**src/rtl/pong_pkg.sv**
```systemverilog
// Shared Pong constants: screen size, 3x5 digit glyph table and a glyph pixel lookup.
// Pure definitions, no logic state.
package pong_pkg;

    localparam int H_RES   = 640;
    localparam int V_RES   = 480;
    localparam int GLYPH_W = 3;
    localparam int GLYPH_H = 5;

    // Bit 2 of each row is the leftmost glyph column.
    localparam logic [2:0] FONT_3X5 [10][5] = '{
        '{3'b111, 3'b101, 3'b101, 3'b101, 3'b111},
        '{3'b010, 3'b110, 3'b010, 3'b010, 3'b111},
        '{3'b111, 3'b001, 3'b111, 3'b100, 3'b111},
        '{3'b111, 3'b001, 3'b111, 3'b001, 3'b111},
        '{3'b101, 3'b101, 3'b111, 3'b001, 3'b001},
        '{3'b111, 3'b100, 3'b111, 3'b001, 3'b111},
        '{3'b111, 3'b100, 3'b111, 3'b101, 3'b111},
        '{3'b111, 3'b001, 3'b001, 3'b001, 3'b001},
        '{3'b111, 3'b101, 3'b111, 3'b101, 3'b111},
        '{3'b111, 3'b101, 3'b111, 3'b001, 3'b111}
    };

    function automatic logic glyph_bit(input logic [3:0] digit,
                                       input logic [2:0] row,
                                       input logic [1:0] col);
        logic [2:0] w_bits;
        glyph_bit = 1'b0;
        if (digit <= 4'd9 && row <= 3'd4 && col <= 2'd2) begin
            w_bits    = FONT_3X5[digit][row];
            glyph_bit = w_bits[2'd2 - col];
        end
    endfunction

endpackage

```
**src/rtl/score_digit_box.sv**
```systemverilog
// Hit test of one scaled digit box: in_box flag plus glyph row/col of the pixel.
// Purely combinational.
module score_digit_box
    import pong_pkg::*;
#(
    parameter int CORDW       = 10,
    parameter int DIGIT_SHIFT = 2
) (
    input  logic [CORDW-1:0] i_box_x,
    input  logic [CORDW-1:0] i_box_y,
    input  logic [CORDW-1:0] i_sx,
    input  logic [CORDW-1:0] i_sy,
    output logic             o_in_box,
    output logic [2:0]       o_row,
    output logic [1:0]       o_col
);

    localparam logic [CORDW-1:0] BOX_W = CORDW'(GLYPH_W << DIGIT_SHIFT);
    localparam logic [CORDW-1:0] BOX_H = CORDW'(GLYPH_H << DIGIT_SHIFT);

    logic             w_in_x;
    logic             w_in_y;
    logic [CORDW-1:0] w_dx;
    logic [CORDW-1:0] w_dy;
    logic [CORDW-1:0] w_col_full;
    logic [CORDW-1:0] w_row_full;
    logic             w_unused_hi;

    assign w_in_x   = (i_sx >= i_box_x) && (i_sx < i_box_x + BOX_W);
    assign w_in_y   = (i_sy >= i_box_y) && (i_sy < i_box_y + BOX_H);
    assign o_in_box = w_in_x && w_in_y;

    // Offsets are zeroed outside the box so row/col never wrap to garbage.
    assign w_dx       = o_in_box ? (i_sx - i_box_x) : '0;
    assign w_dy       = o_in_box ? (i_sy - i_box_y) : '0;
    assign w_col_full = w_dx >> DIGIT_SHIFT;
    assign w_row_full = w_dy >> DIGIT_SHIFT;
    assign o_col      = w_col_full[1:0];
    assign o_row      = w_row_full[2:0];

    assign w_unused_hi = ^{w_col_full[CORDW-1:2], w_row_full[CORDW-1:3]};

endmodule

```
**src/rtl/pong_score.sv**
```systemverilog
// Pong score keeper (1-cycle update after a collision edge) and two-digit score overlay.
// s_draw lags sx/sy/de by 2 cycles; no backpressure, one result per pixel clock.
module pong_score
    import pong_pkg::*;
#(
    parameter int CORDW       = 10,
    parameter int WIN_SCORE   = 9,
    parameter int DIGIT_SHIFT = 2,
    parameter int P1_X        = 256,
    parameter int P2_X        = 372,
    parameter int SCORE_Y     = 16
) (
    input  logic             clk_pix,
    input  logic             rst_n,
    input  logic             clear,
    input  logic             lft_col,
    input  logic             rgt_col,
    input  logic [CORDW-1:0] sx,
    input  logic [CORDW-1:0] sy,
    input  logic             de,
    output logic [3:0]       score_p1,
    output logic [3:0]       score_p2,
    output logic             game_over,
    output logic             winner,
    output logic             s_draw
);

    localparam logic [3:0] WIN = 4'(WIN_SCORE);

    logic       r_lft_q;
    logic       r_rgt_q;
    logic [3:0] r_score_p1;
    logic [3:0] r_score_p2;
    logic       r_game_over;
    logic       r_winner;

    logic       w_point_p1;
    logic       w_point_p2;
    logic [3:0] w_p1_nxt;
    logic [3:0] w_p2_nxt;
    logic       w_go_nxt;
    logic       w_win_nxt;

    assign w_point_p2 = lft_col & ~r_lft_q;
    assign w_point_p1 = rgt_col & ~r_rgt_q;

    always_comb begin
        w_p1_nxt  = r_score_p1;
        w_p2_nxt  = r_score_p2;
        w_go_nxt  = r_game_over;
        w_win_nxt = r_winner;
        if (clear) begin
            w_p1_nxt  = '0;
            w_p2_nxt  = '0;
            w_go_nxt  = 1'b0;
            w_win_nxt = 1'b0;
        end else if (!r_game_over) begin
            if (w_point_p1) w_p1_nxt = r_score_p1 + 4'd1;
            if (w_point_p2) w_p2_nxt = r_score_p2 + 4'd1;
            w_go_nxt  = (w_p1_nxt == WIN) || (w_p2_nxt == WIN);
            // A simultaneous finish is credited to player 1.
            w_win_nxt = (w_p2_nxt == WIN) && (w_p1_nxt != WIN);
        end
    end

    // History starts high so a collision already asserted at reset release is not a point.
    always_ff @(posedge clk_pix or negedge rst_n) begin
        if (!rst_n) begin
            r_lft_q     <= 1'b1;
            r_rgt_q     <= 1'b1;
            r_score_p1  <= '0;
            r_score_p2  <= '0;
            r_game_over <= 1'b0;
            r_winner    <= 1'b0;
        end else begin
            r_lft_q     <= lft_col;
            r_rgt_q     <= rgt_col;
            r_score_p1  <= w_p1_nxt;
            r_score_p2  <= w_p2_nxt;
            r_game_over <= w_go_nxt;
            r_winner    <= w_win_nxt;
        end
    end

    assign score_p1  = r_score_p1;
    assign score_p2  = r_score_p2;
    assign game_over = r_game_over;
    assign winner    = r_winner;

    logic       w_in_box1;
    logic       w_in_box2;
    logic [2:0] w_row1;
    logic [2:0] w_row2;
    logic [1:0] w_col1;
    logic [1:0] w_col2;

    score_digit_box #(.CORDW(CORDW), .DIGIT_SHIFT(DIGIT_SHIFT)) u_box_p1 (
        .i_box_x  (CORDW'(P1_X)),
        .i_box_y  (CORDW'(SCORE_Y)),
        .i_sx     (sx),
        .i_sy     (sy),
        .o_in_box (w_in_box1),
        .o_row    (w_row1),
        .o_col    (w_col1)
    );

    score_digit_box #(.CORDW(CORDW), .DIGIT_SHIFT(DIGIT_SHIFT)) u_box_p2 (
        .i_box_x  (CORDW'(P2_X)),
        .i_box_y  (CORDW'(SCORE_Y)),
        .i_sx     (sx),
        .i_sy     (sy),
        .o_in_box (w_in_box2),
        .o_row    (w_row2),
        .o_col    (w_col2)
    );

    logic       r_in_any;
    logic [2:0] r_row;
    logic [1:0] r_col;
    logic [3:0] r_digit;
    logic       r_de_d1;
    logic       r_s_draw;

    // Box 1 takes precedence should the boxes ever be configured to overlap.
    always_ff @(posedge clk_pix or negedge rst_n) begin
        if (!rst_n) begin
            r_in_any <= 1'b0;
            r_row    <= '0;
            r_col    <= '0;
            r_digit  <= '0;
            r_de_d1  <= 1'b0;
            r_s_draw <= 1'b0;
        end else begin
            r_in_any <= w_in_box1 | w_in_box2;
            r_row    <= w_in_box1 ? w_row1 : w_row2;
            r_col    <= w_in_box1 ? w_col1 : w_col2;
            r_digit  <= w_in_box1 ? r_score_p1 : r_score_p2;
            r_de_d1  <= de;
            r_s_draw <= r_de_d1 & r_in_any & glyph_bit(r_digit, r_row, r_col);
        end
    end

    assign s_draw = r_s_draw;

endmodule
```
**config.mk**
```make
export PLATFORM = sky130hd
export DESIGN_NAME = pong_score
export DESIGN_NICKNAME = d
export VERILOG_FILES = /design/src/rtl/pong_pkg.sv /design/src/rtl/score_digit_box.sv /design/src/rtl/pong_score.sv
export SDC_FILE = /design/constraint.sdc
export NUM_CORES = 1
export LEC_CHECK = 0
export ABC_AREA = 1
export BUFFER_PORTS_ARGS = -buffer_cell sky130_fd_sc_hd__buf_4
export CAP_MARGIN = 20
export CORE_MARGIN = 4
export CORE_UTILIZATION = 57
export DETAILED_ROUTE_END_ITERATION = 10
export HOLD_SLACK_MARGIN = 0.15
export PLACE_DENSITY = 0.84
export REMOVE_ABC_BUFFERS = 1
export SLEW_MARGIN = 15
export SYNTH_ARGS = -nofsm -noshare
export SYNTH_HDL_FRONTEND = slang
export SYNTH_SLANG_ARGS = --single-unit
```
**constraint.sdc**
```tcl
create_clock -name clk_pix -period 3.1 [get_ports clk_pix]
set_input_delay 0.31 -clock clk_pix [delete_from_list [all_inputs] [get_ports clk_pix]]
set_output_delay 0.31 -clock clk_pix [all_outputs]
set_load 0.005 [all_outputs]
```
# ---- After elaboration in Yosys (flattened, before gate mapping)
# Memory sizes are Yosys's and may differ from the RTL's.
# Index checks and enable logic that the tools add are counted.
dict set report totals {
  romBits 240
  in_bits 26
  output_inout_bits 11
  regBits 24
  word_cells 80
  memories 1
}
# name depth word_bits read_ports rd_ports_with_merged_regs write_ports line
set mem_list {}
lappend mem_list {{(name not given)} 16 15 1 0 0 pong_pkg.sv:30} ;# w_bits = FONT_3X5[digit][row];
dict set report op_classes {
  magnitude_cmp 12
  n_reduce_logical 9
  mux 27
  add_sub_neg 6
  n_bitwise 9
  n_eq_ne 4
}
# operator count
set op_table {}
lappend op_table {{4-bit two-way mux} 12}
lappend op_table {{15-bit two-way mux} 2}
lappend op_table {{10-bit by 9-bit >= comparator with 1-bit output (second input constant)} 2}
lappend op_table {{10-bit by 9-bit < comparator with 1-bit output (second input constant)} 2}
lappend op_table {{10-bit by 5-bit >= comparator with 1-bit output (second input constant)} 1}
lappend op_table {{10-bit by 6-bit < comparator with 1-bit output (second input constant)} 1}
lappend op_table {{3-bit binary-select mux with 3-bit select} 1}
lappend op_table {{3-bit two-way mux} 3}
lappend op_table {{4-bit by 1-bit adder with 4-bit output (second input constant)} 2}
lappend op_table {{4-bit == test (second input constant)} 2}
lappend op_table {{1-bit logical AND} 8}
lappend op_table {{1-bit two-way mux} 6}
lappend op_table {{5-bit >= comparator (second input constant)} 1}
lappend op_table {{5-bit two-way mux} 1}
lappend op_table {{4-bit NOT with 5-bit output} 1}
lappend op_table {{5-bit subtractor (second input constant)} 1}
lappend op_table {{1-bit bitwise AND} 4}
lappend op_table {{4-bit >= comparator (second input constant)} 1}
lappend op_table {{4-bit less-or-equal comparator (second input constant)} 1}
lappend op_table {{4-bit inequality test (second input constant)} 1}
lappend op_table {{3-bit NOT with 4-bit output} 1}
lappend op_table {{4-bit by 1-bit subtractor with 4-bit output (second input constant)} 1}
lappend op_table {{4-bit by 3-bit subtractor with 4-bit output (second input constant)} 1}
lappend op_table {{3-bit less-or-equal comparator (second input constant)} 1}
lappend op_table {{other kinds (9)} 10}

# ---- Logic depth before layout (Yosys ltp)
dict set report depth {
  word_depth 11
  ltp_mapped 11
  depth_no_buf 11
}

# ---- Modules after synthesis
# A second synthesis with hierarchy kept.
dict set report unflattened {
  cells_unflattened 594
  area_unflattened_um2 3887.5
}
# module area_per_inst_um2 cells_per_inst instances seq_area_each_um2
set modules_own_cells {}
lappend modules_own_cells {score_digit_box 1255.0 205 2 0.0}
lappend modules_own_cells {pong_score 1377.6 184 1 603.1}

# ---- Worst setup path after synthesis
# OpenSTA, ideal clock, no wires.
dict set report synth_path {
  kind {reg2reg}
  start {register r_score_p2[1], in the netlist score_p2[1]}
  end {register r_game_over, in the netlist game_over}
  stages_incl_launch_ff 9
  n_path_buf 0
  setup_ps 113
  path_slack_ps 1724
  synth_period_minus_slack_ps 1376
  arrival_time_ps 1263
  cell_sequence {dfrtp_1 ha_1 inv_1 o21ai_0 nor2_1 nand3_1 nand3_1 nand2_1 inv_1}
}
dict set report synth_between {
  elab_chain_len 8
}
# item line
set synth_rtl {}
lappend synth_rtl {{from (decl)} pong_score.sv:33} ;# logic [3:0] r_score_p2;
lappend synth_rtl {{from (signal assigned)} pong_score.sv:79} ;# r_score_p2 <= w_p2_nxt;
lappend synth_rtl {{4-bit by 1-bit adder with 4-bit output} pong_score.sv:59} ;# if (w_point_p2) w_p2_nxt = r_score_p2 + 4'd1;
lappend synth_rtl {{4-bit two-way mux *} pong_score.sv:59}
lappend synth_rtl {{4-bit two-way mux *} pong_score.sv:57} ;# end else if (!r_game_over) begin
lappend synth_rtl {{4-bit two-way mux *} pong_score.sv:52} ;# if (clear) begin
lappend synth_rtl {{4-bit == test *} pong_score.sv:60} ;# w_go_nxt = (w_p1_nxt == WIN) || (w_p2_nxt == WIN);
lappend synth_rtl {{1-bit logical OR *} pong_score.sv:60}
lappend synth_rtl {{1-bit two-way mux *} pong_score.sv:57}
lappend synth_rtl {{1-bit two-way mux *} pong_score.sv:52}
lappend synth_rtl {{via w_go_nxt} pong_score.sv:41} ;# logic w_go_nxt;
lappend synth_rtl {{to (signal assigned)} pong_score.sv:80} ;# r_game_over <= w_go_nxt;
lappend synth_rtl {{to (decl)} pong_score.sv:34} ;# logic r_game_over;
# Mark *: on every way through the listed nets, which the timed path passes. The rest lies on a longest branch. The select of a mux whose other input is x is not followed.
# A chain may end at the register's enable or synchronous reset.

# ---- Worst setup path after layout
dict set report layout_path {
  start {input port sy[4]}
  end {register r_row[0]}
}
dict set report layout_between {
  elab_chain_len 5
}
# item line
set layout_rtl {}
lappend layout_rtl {{from (decl)} pong_score.sv:19} ;# input logic [CORDW-1:0] sy,
lappend layout_rtl {{10-bit by 5-bit >= comparator with 1-bit output or 10-bit by 6-bit < comparator with 1-bit output (tied branches)} score_digit_box.sv:30} ;# assign w_in_y = (i_sy >= i_box_y) && (i_sy < i_box_y + BOX_H);
lappend layout_rtl {{1-bit logical AND *} score_digit_box.sv:30}
lappend layout_rtl {{1-bit logical AND} score_digit_box.sv:31} ;# assign o_in_box = w_in_x && w_in_y;
lappend layout_rtl {{5-bit two-way mux} score_digit_box.sv:35} ;# assign w_dy = o_in_box ? (i_sy - i_box_y) : '0;
lappend layout_rtl {{3-bit two-way mux *} pong_score.sv:135} ;# r_row <= w_in_box1 ? w_row1 : w_row2;
lappend layout_rtl {{to (signal assigned)} pong_score.sv:135}
lappend layout_rtl {{to (decl)} pong_score.sv:118} ;# logic [2:0] r_row;
# Every way passes the cells marked *; elsewhere a longest branch is shown, timed or not.

==> impl_metrics.ini <==
[run_status]
outcome = completed

[timing]
timing.slew.headroom_pct = 78.05
setup_viol = 0
final_cycle_utilization_of_the_critical_path_pct = 58.96
max_slew.worst_pin.slew_ns = 0.3280
period_minus_slack_ns = 1.828
rsz_0062_raised_after_global_routing = false
fmaxAchievable_mhz = 547.1
finalHoldViolCount = 0
clock_skew_ns = 0.008358
timing.final.max_slew_violations = 0
timing.setup.tns_ns = 0

[synthesis]
netlist_instances = 210
synth-adder-area-share_pct = 9.709
synth_top_cells_by_area = sky130_fd_sc_hd__dfrtp_1 36%, sky130_fd_sc_hd__nand2_1 13%, sky130_fd_sc_hd__ha_1 9.7%
yosys_register_bits = 24
mappedNetlistArea_um2 = 1546
async_flop_share_pct = 100.0
yosys.cell_count.top_type = sky130_fd_sc_hd__nand2_1
main_combinational_cell_family_by_area_after_synthesis = simple AND/OR/NAND/NOR gates
synth_edf_count = 0
synthDistinctLibCells = 24
synth.avg_cell_area_um2 = 7.364
xor_xnor_fraction_of_synth_area_pct = 1.699
post_synth_and_or_nand_nor_area_fraction_pct = 28.80
synth_warnings = 0
post_synthesis_compound_gate_area_fraction_pct = 10.28
synthFlopType = sky130_fd_sc_hd__dfrtp_1
post_synth_most_frequent_cells = 52 x sky130_fd_sc_hd__nand2_1, 38 x sky130_fd_sc_hd__inv_1, 29 x sky130_fd_sc_hd__nor2_1, 22 x sky130_fd_sc_hd__dfrtp_1, 14 x sky130_fd_sc_hd__nand3_1
yosys-mux-area-fraction_pct = 0
yosys.area.top_type = sky130_fd_sc_hd__dfrtp_1
synth_top_area_share_pct = 35.60
synth.yosys.seq_area_share_pct = 39.00

[floorplan]
die_w_um = 60.09
core_area_um2 = 2522
start_util_pct = 61.31
die_h_um = 60.09
fp-row-count = 18
area_enclosed_by_the_die_boundary_um2 = 3610
ioPinCount = 37

[critical_path]
r2r_slack_ns = 1.57
worst_ep_required_time_ns = 3.34
timing_worst_setup_path_type = in2reg
critical_path_peak_fanout = 11
arrival_ns = 2.06
setup.worst_path.end_class = register
kind_of_start_point_of_the_critical_path = input port

[clock_network]
clock-sinks = 24
clk_latency_ns = 0.31
clock_tree.buffer_depth = 2
cts-resized-gates = 0
clk_root_buffer_cell = sky130_fd_sc_hd__clkbuf_4
buffers_inserted_during_post_cts_setup_optimization = 0
clk_transition_reported_paths_ns = 0.11
tritoncts = done
clock_tree.htree_level_count = 1
cts_buffers = 3

[route]
drtPass1Iterations = 4
ant_nets = 0
drt-initial-drc-count = 45
routed_via_density = 4.961
remaining_drc_errors = 0
dr_total_vias = 1389
drt_wl_total_mm = 3.049
wl_per_cell_um = 10.89

[final_layout]
final_nets = 290
antenna-diode-count = 0
post_route_design_area_um2 = 1896
fill_cells = 215
layout-drive-gt1-share_pct = 19.20
synthToLayoutAreaGrowth_pct = 22.57

[power]
power_switching_uw = 143.9
power_frac_clock_pct = 23.5
power_frac_comb_pct = 17.6
ir_worst_vdd_v = 0.0002581
intPower_uw = 413.7
p_seq_share_pct = 59.0
cellPowerDensity_nw_per_um2 = 294.1
power.share.switching_pct = 25.80
static-leakage-power_uw = 0.001006
finalPower_uw = 557.5

[placed_design]
post_dp_cell_area_um2 = 1823
io_buffers = 34
gp_congestion = 0.8849
dp.final_hpwl_mm = 2.416

[global_routing]
grt_start_max_net_pins = 25
grt_antenna_before_repair = 0
grt.overflow.total = 0
grt_pass1_wl_mm = 5.057
grt_use_total_pct = 18.25
grt_pass1_vias = 1299

[job]
max_cap_violations = 0

[min_path]
min-delay-path-class = in2reg
critical path, cell delays in order:
cell	delay (ns)
sky130_fd_sc_hd__dlygate4sd3_1	0.54
sky130_fd_sc_hd__buf_4	0.14
sky130_fd_sc_hd__nor2_1	0.10
sky130_fd_sc_hd__nand2_1	0.06
sky130_fd_sc_hd__a21oi_1	0.25
sky130_fd_sc_hd__nand3_2	0.29
sky130_fd_sc_hd__nand2_1	0.21
sky130_fd_sc_hd__inv_2	0.06
sky130_fd_sc_hd__nor2_1	0.11
power by group through the flow:
stage                     logic, µW  registers (µW)  clock network, µW
after floorplan                47.7             334                  0
after global placement         91.1             334                  0
after detailed placement       93.3             335                  0
after CTS                      97.8             329                133
after global routing            111             330                148
final                          98.0             329                131
placed cells by master (no fill, tap or decap):
cell type                       Yosys  routed
sky130_fd_sc_hd__or2_1              1       1
sky130_fd_sc_hd__o21ai_2            4       4
sky130_fd_sc_hd__nand3_2            1       1
sky130_fd_sc_hd__dlygate4sd3_1      0       5
sky130_fd_sc_hd__nand2_1           52      52
sky130_fd_sc_hd__a21oi_2            1       1
sky130_fd_sc_hd__clkbuf_4           0       3
sky130_fd_sc_hd__o22ai_2            1       1
sky130_fd_sc_hd__dfstp_2            2       2
sky130_fd_sc_hd__buf_4              0      34
sky130_fd_sc_hd__inv_1             38      38
sky130_fd_sc_hd__o21ai_0            9       9
sky130_fd_sc_hd__xor2_1             3       3
sky130_fd_sc_hd__dfrtp_1           22      22
sky130_fd_sc_hd__nand4_1            5       5
sky130_fd_sc_hd__o22ai_1            4       4
sky130_fd_sc_hd__inv_2              1       1
sky130_fd_sc_hd__a21oi_1            5       5
sky130_fd_sc_hd__nor2_1            29      29
sky130_fd_sc_hd__nand3b_1           1       1
sky130_fd_sc_hd__or2_0              1       1
sky130_fd_sc_hd__nor3_2             1       1
sky130_fd_sc_hd__ha_1              12      12
sky130_fd_sc_hd__nand3_1           14      14
sky130_fd_sc_hd__o211ai_1           1       1
state kept, by name (all words and copies together) (netlist names):
name / flops
r_in_any: 1
r_de_d1: 1
r_digit: 4
winner: 1
r_row: 3
r_lft_q: 1
score_p1: 4
game_over: 1
s_draw: 1
r_rgt_q: 1
score_p2: 4
r_col: 2
final cells by class:
type | instances | area, µm² | area share [%]
clock buffer | 3 | 22.52 | 1.188
inverter | 39 | 146.4 | 7.723
multi-input combinational | 145 | 780.7 | 41.19
sequential | 24 | 603.1 | 31.82
tap | 30 | 37.54 | 1.980
timing repair buffer | 39 | 305.3 | 16.11
cell families after synthesis:
group,count (synthesis)
and+or+nand+nor,105
buffers and inverters,41
AOI/OAI and AO/OA,25
DFF,24
adders and majority gates,12
xor gates and xnor gates,3
path summary, 6_finish.rpt:
path	from	end	cells after the start
worst max-delay path	sy[4]	r_row[0]$_DFF_PN0_	9
worst min-delay path	sy[2]	r_row[0]$_DFF_PN0_	3
worst max register to register	score_p2[1]$_DFFE_PN0P_	game_over$_DFF_PN0_	8
worst min register to register	winner$_DFFE_PN0P_	winner$_DFFE_PN0P_	2
max in group asynchronous	rst_n	r_lft_q$_DFF_PN1_	2
min in group asynchronous	rst_n	r_digit[1]$_DFF_PN0_	2
per-layer routing:
| layer | part of all wire [%] | GRT usage [%] | vias to the layer above |
|---|---|---|---|
| li1 | - | - | 742 |
| met1 | 45 | 22.59 | 626 |
| met2 | 50 | 30.71 | 17 |
| met3 | 3.1 | 3.456 | 4 |
| met4 | 1.0 | 7.911 | 0 |
| met5 | 0 | 0 | - |
per-stage QoR:
stage | hold WS [ns] | setup WS, ns | std cells | utilization (%)
final | 0.2321 | 1.272 | 280 | 75.15
after global routing | 0.2101 | 1.156 | 280 | 75.15
after CTS | 0.1560 | 1.589 | 279 | 74.75
after detailed placement | 0.2217 | 1.501 | 272 | 72.27
after global placement | 0.2196 | 1.532 | 272 | 72.27
after floorplan | 0.01441 | 1.724 | 208 | -
what timing repair did:
action | in CTS | in global routing
endpoints found under the setup margin | 0 | 0
hold buffers | 4 | 1
endpoints found under the hold margin | 26 | 1
(Power assumes the default switching activity.)
